## src/rtl/qconv_khw_loop_if.sv

```systemverilog
// Kernel-buffer read-request bus: valid/ready handshake carrying the address
// and the kh/kw/ic_high loop indices of the current point.
interface qconv_khw_loop_if #(
    parameter int KhBitWidth     = 2,
    parameter int KwBitWidth     = 2,
    parameter int IcHighBitWidth = 4,
    parameter int AddrWidth      = 16
);
    logic                      req_valid;
    logic                      req_ready;
    logic [AddrWidth-1:0]      req_addr;
    logic [KhBitWidth-1:0]     req_kh;
    logic [KwBitWidth-1:0]     req_kw;
    logic [IcHighBitWidth-1:0] req_ic_high;
    logic                      req_last;

    modport master (
        output req_valid, req_addr, req_kh, req_kw, req_ic_high, req_last,
        input  req_ready
    );

    modport slave (
        input  req_valid, req_addr, req_kh, req_kw, req_ic_high, req_last,
        output req_ready
    );
endinterface

```

## src/rtl/qconv_khw_loop.sv

```systemverilog
// Kernel-height/width loop engine: on a start pulse it walks kh x kw x ic_high,
// issues one kernel-buffer read per point and answers with a one-cycle finish.
module qconv_khw_loop #(
    parameter int KhBitWidth     = 2,
    parameter int KwBitWidth     = 2,
    parameter int IcHighBitWidth = 4,
    parameter int AddrWidth      = 16
) (
    input  logic                      clk,
    input  logic                      rst_n,
    input  logic                      start,
    input  logic [KhBitWidth-1:0]     kh_num,
    input  logic [KwBitWidth-1:0]     kw_num,
    input  logic [IcHighBitWidth-1:0] ic_high_num,
    input  logic [AddrWidth-1:0]      base_addr,
    qconv_khw_loop_if.master          bus,
    output logic                      busy,
    output logic                      finish
);

    typedef enum logic [1:0] {IDLE, ISSUE, DONE} state_e;

    state_e                    state_q, state_d;
    logic [KhBitWidth-1:0]     kh_num_q, kh_num_d, kh_q, kh_d;
    logic [KwBitWidth-1:0]     kw_num_q, kw_num_d, kw_q, kw_d;
    logic [IcHighBitWidth-1:0] ich_num_q, ich_num_d, ich_q, ich_d;
    logic [AddrWidth-1:0]      addr_q, addr_d;
    logic                      finish_q, finish_d;

    logic kh_end, kw_end, ich_end, is_last, fire;

    assign kh_end  = (kh_q  == kh_num_q  - KhBitWidth'(1));
    assign kw_end  = (kw_q  == kw_num_q  - KwBitWidth'(1));
    assign ich_end = (ich_q == ich_num_q - IcHighBitWidth'(1));
    assign is_last = (state_q == ISSUE) && kh_end && kw_end && ich_end;
    assign fire    = (state_q == ISSUE) && bus.req_ready;

    always_comb begin
        // NOTE: every signal gets its hold value first so no path leaves it
        // unassigned; a missing default here would infer a latch.
        state_d   = state_q;
        kh_num_d  = kh_num_q;
        kw_num_d  = kw_num_q;
        ich_num_d = ich_num_q;
        kh_d      = kh_q;
        kw_d      = kw_q;
        ich_d     = ich_q;
        addr_d    = addr_q;

        case (state_q)
            IDLE: begin
                if (start) begin
                    kh_num_d  = kh_num;
                    kw_num_d  = kw_num;
                    ich_num_d = ic_high_num;
                    addr_d    = base_addr;
                    kh_d      = '0;
                    kw_d      = '0;
                    ich_d     = '0;
                    if (kh_num == '0 || kw_num == '0 || ic_high_num == '0) state_d = DONE;
                    else                                                  state_d = ISSUE;
                end
            end
            ISSUE: begin
                if (fire) begin
                    addr_d = addr_q + AddrWidth'(1);
                    // ic_high is the innermost loop, then kw, then kh.
                    if (ich_end) begin
                        ich_d = '0;
                        if (kw_end) begin
                            kw_d = '0;
                            kh_d = kh_q + KhBitWidth'(1);
                        end else begin
                            kw_d = kw_q + KwBitWidth'(1);
                        end
                    end else begin
                        ich_d = ich_q + IcHighBitWidth'(1);
                    end
                    if (is_last) state_d = DONE;
                end
            end
            DONE:    state_d = IDLE;
            default: state_d = IDLE;
        endcase

        finish_d = (state_d == DONE);
    end

    always_ff @(posedge clk or negedge rst_n) begin
        if (!rst_n) begin
            state_q   <= IDLE;
            kh_num_q  <= '0;
            kw_num_q  <= '0;
            ich_num_q <= '0;
            kh_q      <= '0;
            kw_q      <= '0;
            ich_q     <= '0;
            addr_q    <= '0;
            finish_q  <= 1'b0;
        end else begin
            // NOTE: non-blocking assignments so every register samples the
            // pre-edge values, independent of statement order.
            state_q   <= state_d;
            kh_num_q  <= kh_num_d;
            kw_num_q  <= kw_num_d;
            ich_num_q <= ich_num_d;
            kh_q      <= kh_d;
            kw_q      <= kw_d;
            ich_q     <= ich_d;
            addr_q    <= addr_d;
            finish_q  <= finish_d;
        end
    end

    assign bus.req_valid   = (state_q == ISSUE);
    assign bus.req_addr    = addr_q;
    assign bus.req_kh      = kh_q;
    assign bus.req_kw      = kw_q;
    assign bus.req_ic_high = ich_q;
    assign bus.req_last    = is_last;
    assign busy            = (state_q != IDLE);
    assign finish          = finish_q;

endmodule

```

## src/flat_wrapper.sv

```systemverilog
// flat-port wrapper written by rule: the top's interface ports become plain ports
module qconv_khw_loop_flat 
#(
    parameter int KhBitWidth     = 2,
    parameter int KwBitWidth     = 2,
    parameter int IcHighBitWidth = 4,
    parameter int AddrWidth      = 16
)
  (clk, rst_n, start, kh_num, kw_num, ic_high_num, base_addr, busy, finish, bus_req_valid, bus_req_addr, bus_req_kh, bus_req_kw, bus_req_ic_high, bus_req_last, bus_req_ready);
  qconv_khw_loop_if #(.KhBitWidth(KhBitWidth), .KwBitWidth(KwBitWidth), .IcHighBitWidth(IcHighBitWidth), .AddrWidth(AddrWidth)) bus_i ();
  input  logic clk;
  input  logic rst_n;
  input  logic start;
  input  logic [KhBitWidth-1:0] kh_num;
  input  logic [KwBitWidth-1:0] kw_num;
  input  logic [IcHighBitWidth-1:0] ic_high_num;
  input  logic [AddrWidth-1:0] base_addr;
  output logic busy;
  output logic finish;
  output wire logic [$bits(bus_i.req_valid)-1:0] bus_req_valid;
  output wire logic [$bits(bus_i.req_addr)-1:0] bus_req_addr;
  output wire logic [$bits(bus_i.req_kh)-1:0] bus_req_kh;
  output wire logic [$bits(bus_i.req_kw)-1:0] bus_req_kw;
  output wire logic [$bits(bus_i.req_ic_high)-1:0] bus_req_ic_high;
  output wire logic [$bits(bus_i.req_last)-1:0] bus_req_last;
  input wire logic [$bits(bus_i.req_ready)-1:0] bus_req_ready;
  assign bus_req_valid = bus_i.req_valid;
  assign bus_req_addr = bus_i.req_addr;
  assign bus_req_kh = bus_i.req_kh;
  assign bus_req_kw = bus_i.req_kw;
  assign bus_req_ic_high = bus_i.req_ic_high;
  assign bus_req_last = bus_i.req_last;
  assign bus_i.req_ready = bus_req_ready;
  qconv_khw_loop #(.KhBitWidth(KhBitWidth), .KwBitWidth(KwBitWidth), .IcHighBitWidth(IcHighBitWidth), .AddrWidth(AddrWidth)) u_core (.clk(clk), .rst_n(rst_n), .start(start), .kh_num(kh_num), .kw_num(kw_num), .ic_high_num(ic_high_num), .base_addr(base_addr), .bus(bus_i), .busy(busy), .finish(finish));
endmodule
```

## config.mk

```make
export PLATFORM = sky130hd
export DESIGN_NAME = qconv_khw_loop_flat
export DESIGN_NICKNAME = d
export VERILOG_FILES = /design/src/rtl/qconv_khw_loop_if.sv /design/src/rtl/qconv_khw_loop.sv /design/src/flat_wrapper.sv
export SDC_FILE = /design/constraint.sdc
export NUM_CORES = 1
export LEC_CHECK = 0
export BUFFER_PORTS_ARGS = -buffer_cell sky130_fd_sc_hd__buf_2
export CORE_ASPECT_RATIO = 1.1
export CORE_UTILIZATION = 47
export DETAILED_ROUTE_END_ITERATION = 10
export PLACE_DENSITY = 0.73
export SYNTH_ARGS = -nofsm -noshare
export SYNTH_HDL_FRONTEND = slang
export SYNTH_SLANG_ARGS = --single-unit
export TNS_END_PERCENT = 10
```

## constraint.sdc

```tcl
create_clock -name clk -period 3 [get_ports clk]
set_clock_uncertainty 0.15 [all_clocks]
set_input_delay 0.45 -clock clk [delete_from_list [all_inputs] [get_ports clk]]
set_output_delay 0.45 -clock clk [all_outputs]
set_load 0.1 [all_outputs]
```

==> results of run 1 <==
## worst register-to-register path, stage by stage, from the launching register on
cell and delay, ns:
dfrtp_1 0.38, inv_1 0.08, ha_1 0.31, xor2_1 0.14
nand3_1 0.11, or3_4 0.37, or4_1 0.47, nand3_1 0.10
## worst max path at each step
stage | startpoint | end | slack (ns) | depth (start not counted)
5_1_grt | u_core.ich_num_q[0] | bus_req_last | 0.007 | 8
4_1_cts | u_core.ich_num_q[0] | bus_req_last | 0.06 | 8
6_report | u_core.ich_num_q[0] | bus_req_last | 0.09 | 8
2_1_floorplan | u_core.bus.req_ic_high[2] | bus_req_last | 0.09 | 5
3_5_place_dp | u_core.ich_num_q[0] | bus_req_last | 0.37 | 8
3_3_place_gp | u_core.ich_num_q[0] | bus_req_last | 0.43 | 8
## layer usage
layer | up-vias | GRT usage (%) | wire length [um]
met4 | 0 | 6.82 | 26
met3 | 2 | 3.59 | 191
met5 | - | 0 | 0
met1 | 896 | 28.1 | 2140
li1 | 968 | - | -
met2 | 50 | 37.7 | 2270
## synthesized netlist by cell type (4+ instances only)
cell type and count:
nor2_1 16, o21ai_0 18, nand2_1 42, nand3_1 12
a21oi_1 28, xor2_1 4, dfrtp_1 35, nand4_1 5
o22ai_1 8, clkbuf_1 8, nor3_1 8, inv_1 8
## cells by family (layout without fill, tap and decap cells)
family	count (synthesis)	after routing	share of synthesized area [%]
XOR/XNOR	7	7	3.79
flip-flops	35	35	44.2
multiplexers	3	3	1.52
AND/OR/NAND/NOR	99	99	23.2
buffers and inverters	20	75	3.86
adder cells (fa/ha/maj)	3	3	1.90
AO/OA/AOI/OAI	72	72	21.5
## stage by stage
stage | hold WS [ns] | std cells | cell area (um2) | util (%) | worst slack, ns
6_report | 0.0951 | 346 | 2420 | 60.7 | 0.0938
5_1_grt | 0.156 | 346 | 2420 | 60.7 | 0.00703
4_1_cts | 0.121 | 345 | 2420 | 60.5 | 0.0636
3_5_place_dp | 0.336 | 338 | 2330 | 58.3 | 0.371
3_3_place_gp | 0.332 | 338 | 2330 | 58.3 | 0.432
2_1_floorplan | 0.00441 | 239 | 1990 | - | 0.0905
## state kept, by name, indices dropped and copies added, names as in the netlist
name                    flops
u_core.bus.req_addr        16
u_core.bus.req_ic_high      4
u_core.bus.req_kh           2
u_core.bus.req_kw           2
u_core.finish               1
u_core.ich_num_q            4
u_core.kh_num_q             2
u_core.kw_num_q             2
u_core.state_q              2
## cell type report
cell class / instances / area (um2) / share of cell area [%]
repair buffers: 59 / 320 / 13.2
flip-flops and latches: 35 / 883 / 36.4
clock inverters: 1 / 5.00 / 0.206
inverters: 9 / 33.8 / 1.39
well taps: 52 / 65.1 / 2.68
multi-input cells: 184 / 1030 / 42.7
clock buffers: 6 / 82.6 / 3.41
==> impl_metrics.py, run 1 <==
metrics = {
    "yosys": {
        "netlist_top_cells_area": "dfrtp_1, nand2_1, a21oi_1",
        "yosys_warnings": 0,
        "netlist.area_leader.share_pct": 44.2,
        "yosysSeqAreaShare_pct": 44.2,
        "synthCells": 239,
        "synth_area_um2": 1980,
        "async_flop_share_pct": 100,
        "synth_edf_count": 0,
        "synth_flop_cell": "dfrtp_1",
        "synth_nets": 270,
        "ys_seq_elements": 35,
        "synth.distinct_cells": 41,
        "yosysTopAreaCell": "dfrtp_1",
        "synth.avg_cell_area_um2": 8.28,
    },
    "clock_tree": {
        "clk_transition_reported_paths_ns": 0.07,
        "cts_root_buffer": "clkbuf_8",
        "cts_buffer_depth": 2,
        "cts_tree": "done",
        "postCtsHoldBufs": 0,
        "clk_latency_ns": 0.28,
        "numClockSinks": 35,
        "cts_resized": 0,
        "numCtsBuffers": 5,
        "h-tree-depth": 2,
        "postCtsSetupBuffers": 0,
    },
    "worst_setup_path": {
        "cp_top_family": "simple AND/OR/NAND/NOR gates",
        "worstPathArrival_ns": 2.31,
        "crit_chain": "inv_1 > ha_1 > xor2_1 > nand3_1 > or3_4 > or2_2 > nor2_4 > buf_12",
        "cp-end-kind": "output port",
        "critPathMaxStageDelay_ns": 0.38,
        "worstSetupPathType": "flip-flop to output port",
        "rrSetupSlack_ns": 0.81,
        "crit_required_ns": 2.40,
        "r2r_end": "u_core.bus.req_kh[1]",
        "crit_buf_inv": 2,
        "worst_path_max_delay_cell": "dfrtp_1",
        "r2r_cells": 7,
        "crit_path_start_kind": "flip-flop",
        "cp_max_fo": 6,
        "timing.rr.start": "u_core.ich_num_q[0]",
    },
    "drt": {
        "drtPass1Iterations": 4,
        "wl_per_cell_um": 13.4,
        "drtIter0Drc": 163,
        "ant_nets": 0,
        "routed_via_density": 5.54,
        "drt-total-wl_um": 4640,
        "drc_errors": 0,
        "vias": 1916,
    },
    "worst_hold_path": {
        "hold_path_class": "input port to async pin",
    },
    "sta": {
        "worst_slew_pin_slew_ns": 0.775,
        "hold_viol_final": 0,
        "rsz0062_at_grt": "no",
        "finalCritPeriodShare_pct": 96.9,
        "fmax_ghz": 0.344,
        "fin_crit_ns": 2.91,
        "fin_tns_setup_ns": 0,
        "drv_slew": 0,
        "setup_viol": 0,
        "slew_headroom_pct": 48.3,
    },
    "place": {
        "gp_congestion": 0.774,
        "dp_hpwl_um": 3270,
        "io_buffers": 55,
    },
    "cells_and_area": {
        "final_cell_mix": "buf_2, nand2_1, dfrtp_1",
        "area_growth_syn_to_layout_pct": 22.5,
        "drive_gt1_share_pct": 26.5,
        "antennaDiodeCount": 0,
        "layout_commonest_cell": "buf_2",
        "fillers": 347,
        "final_nets": 325,
    },
    "global_routing": {
        "grt_use_total_pct": 22.0,
        "overflow": 0,
        "grt_pass1_vias": 1729,
        "grt_antenna_before_repair": 0,
        "grt_max_degree": 36,
        "grt_pass1_wl_um": 7700,
    },
    "floorplanning": {
        "start_util_pct": 49.6,
        "ios": 56,
        "die_w_um": 63.9,
        "die_h_um": 70.1,
        "die-area_um2": 4480,
        "core_um2": 3990,
        "rows": 24,
    },
    "job": {
        "maxCapViolations": 0,
    },
    "status": {
        "outcome": "finished clean",
    },
}
Power of run 1 is left out: the tool's default activity adds up to more than one toggle a clock period on the data nets, which glitch-free logic cannot reach.
==> run 2: changes to the inputs <==
CTS_BUF_LIST = sky130_fd_sc_hd__clkbuf_4 sky130_fd_sc_hd__clkbuf_8   (was unset)
clock period = 3.3 ns   (was 3 ns; I/O delays follow)
==> run 2 against run 1 <==
Effect of this change:
- non-clock buffer count shrank 1
- critical path depth did not move
- final area increased by 0.88%
- first-iteration DRC count up 39%
- cell count unchanged
- global-route usage increased by 1.6 points
- sequential cell count unchanged
- routed wire length rose by 2.4%
==> impl_metrics.py, run 2 (synthesis results as in run 1) <==
metrics = {
    "floorplanning": {
        "die_h_um": 70.1,
        "rows": 24,
        "die-area_um2": 4480,
        "start_util_pct": 49.6,
        "ios": 56,
        "die_w_um": 63.9,
        "core_um2": 3990,
    },
    "global_routing": {
        "overflow": 0,
        "grt_use_total_pct": 23.6,
        "grt_max_degree": 37,
        "grt_pass1_vias": 1791,
        "grt_pass1_wl_um": 8100,
        "grt_antenna_before_repair": 0,
    },
    "drt": {
        "vias": 1949,
        "wl_per_cell_um": 13.7,
        "ant_nets": 0,
        "drtPass1Iterations": 4,
        "drt-total-wl_um": 4750,
        "drc_errors": 0,
        "routed_via_density": 5.63,
        "drtIter0Drc": 227,
    },
    "clock_tree": {
        "cts_tree": "done",
        "postCtsHoldBufs": 0,
        "cts_root_buffer": "clkbuf_8",
        "clk_latency_ns": 0.29,
        "numCtsBuffers": 5,
        "clk_transition_reported_paths_ns": 0.07,
        "h-tree-depth": 2,
        "numClockSinks": 35,
        "cts_buffer_depth": 2,
    },
    "job": {
        "maxCapViolations": 0,
    },
    "worst_setup_path": {
        "worst_path_max_delay_cell": "dfrtp_1",
        "cp_top_family": "simple AND/OR/NAND/NOR gates",
        "crit_chain": "inv_1 > ha_1 > xor2_1 > nand3_1 > or3_4 > or2_2 > nor2_4 > clkbuf_4",
        "cp_max_fo": 6,
        "crit_buf_inv": 2,
        "worstSetupPathType": "flip-flop to output port",
        "critPathMaxStageDelay_ns": 0.40,
        "worstPathArrival_ns": 2.50,
        "crit_path_start_kind": "flip-flop",
        "crit_required_ns": 2.65,
        "cp-end-kind": "output port",
        "rrSetupSlack_ns": 1.07,
    },
    "place": {
        "dp_hpwl_um": 3360,
        "gp_congestion": 0.824,
        "io_buffers": 55,
    },
    "sta": {
        "fin_crit_ns": 3.14,
        "fmax_ghz": 0.318,
        "finalCritPeriodShare_pct": 95.2,
        "rsz0062_at_grt": "no",
        "setup_viol": 0,
        "fin_tns_setup_ns": 0,
        "worst_slew_pin_slew_ns": 0.777,
        "hold_viol_final": 0,
        "slew_headroom_pct": 48.2,
        "drv_slew": 0,
    },
    "cells_and_area": {
        "drive_gt1_share_pct": 24.5,
        "fin_util_pct": 61.2,
        "final_nets": 324,
        "area_growth_syn_to_layout_pct": 23.6,
        "largest_reg_flops": 16,
        "final_cell_mix": "buf_2, nand2_1, dfrtp_1",
        "layout_commonest_cell": "buf_2",
        "antennaDiodeCount": 0,
    },
    "worst_hold_path": {
        "hold_path_class": "input port to async pin",
    },
    "status": {
        "outcome": "finished clean",
    },
}
run 2: changes by cell type in the layout (fill, tap and decap cells not counted), sizes merged:
cell / previous run / this run
buf: 59 / 57
bufinv: 0 / 2
clkbuf: 6 / 7
clkinv: 1 / 0
run 2: timing repair:
action                                  4_1_cts  5_1_grt
endpoints found under the setup margin        0        1
setup buffers                                 0        0
resized for setup                             0        1
run 2: final cells by class:
type,instances,area (um2)
Fill cell,381,1550
Multi-Input combinational cell,184,1030
Sequential cell,35,876
Timing Repair Buffer,58,300
Clock buffer,6,76.3
Tap cell,52,65.1
Clock inverter,2,60.1
Inverter,9,33.8
run 2: path summary, 6_finish.rpt:
| kind | startpoint | to | depth (start not counted) |
|---|---|---|---|
| min in group clk | ic_high_num[3] | u_core.ich_num_q[3] | 3 |
| max reg2reg | u_core.ich_num_q[0] | u_core.bus.req_kh[0] | 7 |
| max | u_core.ich_num_q[0] | bus_req_last | 8 |
| min | rst_n | u_core.bus.req_addr[4] | 1 |
| min reg2reg | u_core.ich_num_q[3] | u_core.ich_num_q[3] | 2 |
| max in group asynchronous | rst_n | u_core.bus.req_addr[0] | 1 |
run 2: layer usage:
metal  wire length [um]  GRT usage [%]  up-vias  part of all wire (%)
li1                   -              -      969                     -
met1               2120           29.8      924                    45
met2               2290           38.2       51                    48
met3                257           5.72        5                   5.4
met4                 82           9.85        0                   1.7
met5                  0              0        -                     0
run 2: stage by stage:
step | setup WS [ns] | cells | hold slack (ns) | cell area [um2]
2_1_floorplan | 0.0538 | 239 | 0.0494 | 1990
3_3_place_gp | 0.481 | 338 | 0.331 | 2310
3_5_place_dp | 0.390 | 338 | 0.340 | 2310
4_1_cts | 0.0630 | 346 | 0.158 | 2440
5_1_grt | 0.0653 | 346 | 0.185 | 2450
6_report | 0.157 | 346 | 0.127 | 2450
Power of run 2 is left out for the same reason.
==> run 3: changes to the inputs <==
BUFFER_PORTS_ARGS = -buffer_cell sky130_fd_sc_hd__buf_4   (was -buffer_cell sky130_fd_sc_hd__buf_2)
==> run 3 against run 2 <==
Effect of this change:
- the flow now finishes with violations (hold timing)
- utilization is 2.2 points higher
- fmax is 3.0% higher
- sequential share of layout area is 1.2 points lower
- register-to-register slack better by 0.03 ns
- largest cell class unchanged
==> impl_metrics.py, run 3 (synthesis results as in run 1) <==
metrics = {
    "status": {
        "outcome": "finished, violations left",
        "failed_checks": "hold timing",
    },
    "clock_tree": {
        "cts_tree": "done",
        "cts_resized": 0,
        "clk_transition_reported_paths_ns": 0.07,
        "cts_buffer_depth": 2,
        "numClockSinks": 35,
        "h-tree-depth": 2,
        "postCtsHoldBufs": 0,
        "clk_latency_ns": 0.29,
        "numCtsBuffers": 5,
        "postCtsSetupBuffers": 0,
        "cts_root_buffer": "clkbuf_8",
    },
    "drt": {
        "drtPass1Iterations": 4,
        "drt-total-wl_um": 4690,
        "vias": 1906,
        "drtIter0Drc": 111,
        "ant_nets": 0,
        "routed_via_density": 5.52,
        "drc_errors": 0,
        "wl_per_cell_um": 13.6,
    },
    "sta": {
        "fin_crit_ns": 3.05,
        "fin_tns_setup_ns": 0,
        "finalCritPeriodShare_pct": 92.4,
        "hold_viol_final": 4,
        "setup_viol": 0,
        "slew_headroom_pct": 68.5,
        "fmax_ghz": 0.328,
        "drv_slew": 0,
        "rsz0062_at_grt": "no",
        "worst_slew_pin_slew_ns": 0.469,
        "holdWs_ns": -0.00596,
    },
    "place": {
        "gp_congestion": 0.856,
        "place_inst": 338,
        "io_buffers": 55,
        "dp_hpwl_um": 3320,
        "post_dp_cell_area_um2": 2440,
    },
    "global_routing": {
        "overflow": 0,
        "grt_use_total_pct": 22.4,
        "grt_antenna_before_repair": 0,
        "grt_pass1_vias": 1733,
        "grt_pass1_wl_um": 7780,
        "grt_max_degree": 36,
    },
    "worst_setup_path": {
        "critPathMaxStageDelay_ns": 0.39,
        "worst_path_max_delay_cell": "dfrtp_1",
        "crit_buf_inv": 2,
        "worstPathArrival_ns": 2.41,
        "cp_top_family": "simple AND/OR/NAND/NOR gates",
        "crit_chain": "inv_1 > ha_1 > xor2_1 > nand3_1 > or3_4 > or2_2 > nor2_4 > buf_4",
        "cp-end-kind": "output port",
        "worstSetupPathType": "flip-flop to output port",
        "cp_max_fo": 6,
        "crit_path_start_kind": "flip-flop",
        "crit_required_ns": 2.65,
    },
    "floorplanning": {
        "rows": 24,
        "die_h_um": 70.1,
        "ios": 56,
        "core_um2": 3990,
        "die-area_um2": 4480,
        "die_w_um": 63.9,
        "start_util_pct": 49.6,
    },
    "cells_and_area": {
        "layout_commonest_cell": "buf_4",
        "design_area_um2": 2530,
        "instances_no_fill": 345,
        "fillers": 373,
        "final_nets": 324,
        "area_growth_syn_to_layout_pct": 27.9,
        "largest_reg_flops": 16,
        "drive_gt1_share_pct": 24.2,
        "fin_util_pct": 63.4,
        "antennaDiodeCount": 0,
        "final_cell_mix": "buf_4, nand2_1, dfrtp_1",
    },
    "worst_hold_path": {
        "hold_path_class": "input port to async pin",
    },
    "job": {
        "maxCapViolations": 0,
    },
}
[run 3: cell types whose count changed in the layout (fill, tap and decap cells not counted), sizes merged]
cell    previous run  this run
clkinv             0         1
bufinv             2         0
buf               57        58
clkbuf             7         6
[run 3: path summary, 6_finish.rpt]
check / depth (start not counted) / slack, ns / to / start
hold reg to reg: 2 / 0.36 / u_core.kh_num_q[0] / u_core.kh_num_q[0]
max in group asynchronous: 1 / 2.67 / u_core.bus.req_ic_high[3] / rst_n
min in group clk: 3 / 0.26 / u_core.kh_num_q[0] / kh_num[0]
setup reg to reg: 7 / 1.10 / u_core.bus.req_kh[0] / u_core.ich_num_q[0]
hold / removal: 1 / -0.006 / u_core.bus.req_addr[3] / rst_n
setup / recovery: 8 / 0.25 / bus_req_last / u_core.ich_num_q[0]
[run 3: stage by stage]
stage	hold slack (ns)	setup WS, ns
floorplan	0.0494	0.0538
global placement	0.328	0.611
detailed placement	0.330	0.567
CTS	0.0166	0.243
global route	0.0306	0.120
finish	-0.00596	0.249
[run 3: cell type report]
| type | instances | area (um2) | share of cell area [%] |
|---|---|---|---|
| repair buffers | 58 | 435 | 17.2 |
| multi-input cells | 184 | 1030 | 40.9 |
| well taps | 52 | 65.1 | 2.57 |
| inverters | 9 | 33.8 | 1.33 |
| clock inverters | 1 | 5.00 | 0.198 |
| flip-flops and latches | 35 | 876 | 34.6 |
| clock buffers | 6 | 82.6 | 3.26 |
[run 3: layer usage]
| metal | GRT usage [%] | part of all wire, % | routed length, um |
|---|---|---|---|
| met1 | 29.0 | 46 | 2130 |
| met5 | 0 | 0 | 0 |
| met3 | 5.88 | 5.9 | 276 |
| met4 | 9.34 | 1.4 | 66 |
| met2 | 35.1 | 47 | 2210 |
[run 3: worst reg2reg max path: cells and delay by family, from the launching register on]
kind | cells | cell delay (ns)
simple gates | 3 | 0.95
flops | 1 | 0.39
fa+ha+maj | 1 | 0.30
xor+xnor | 1 | 0.13
compound gates | 1 | 0.10
buf+inv | 1 | 0.08
Power of run 3 is left out for the same reason.
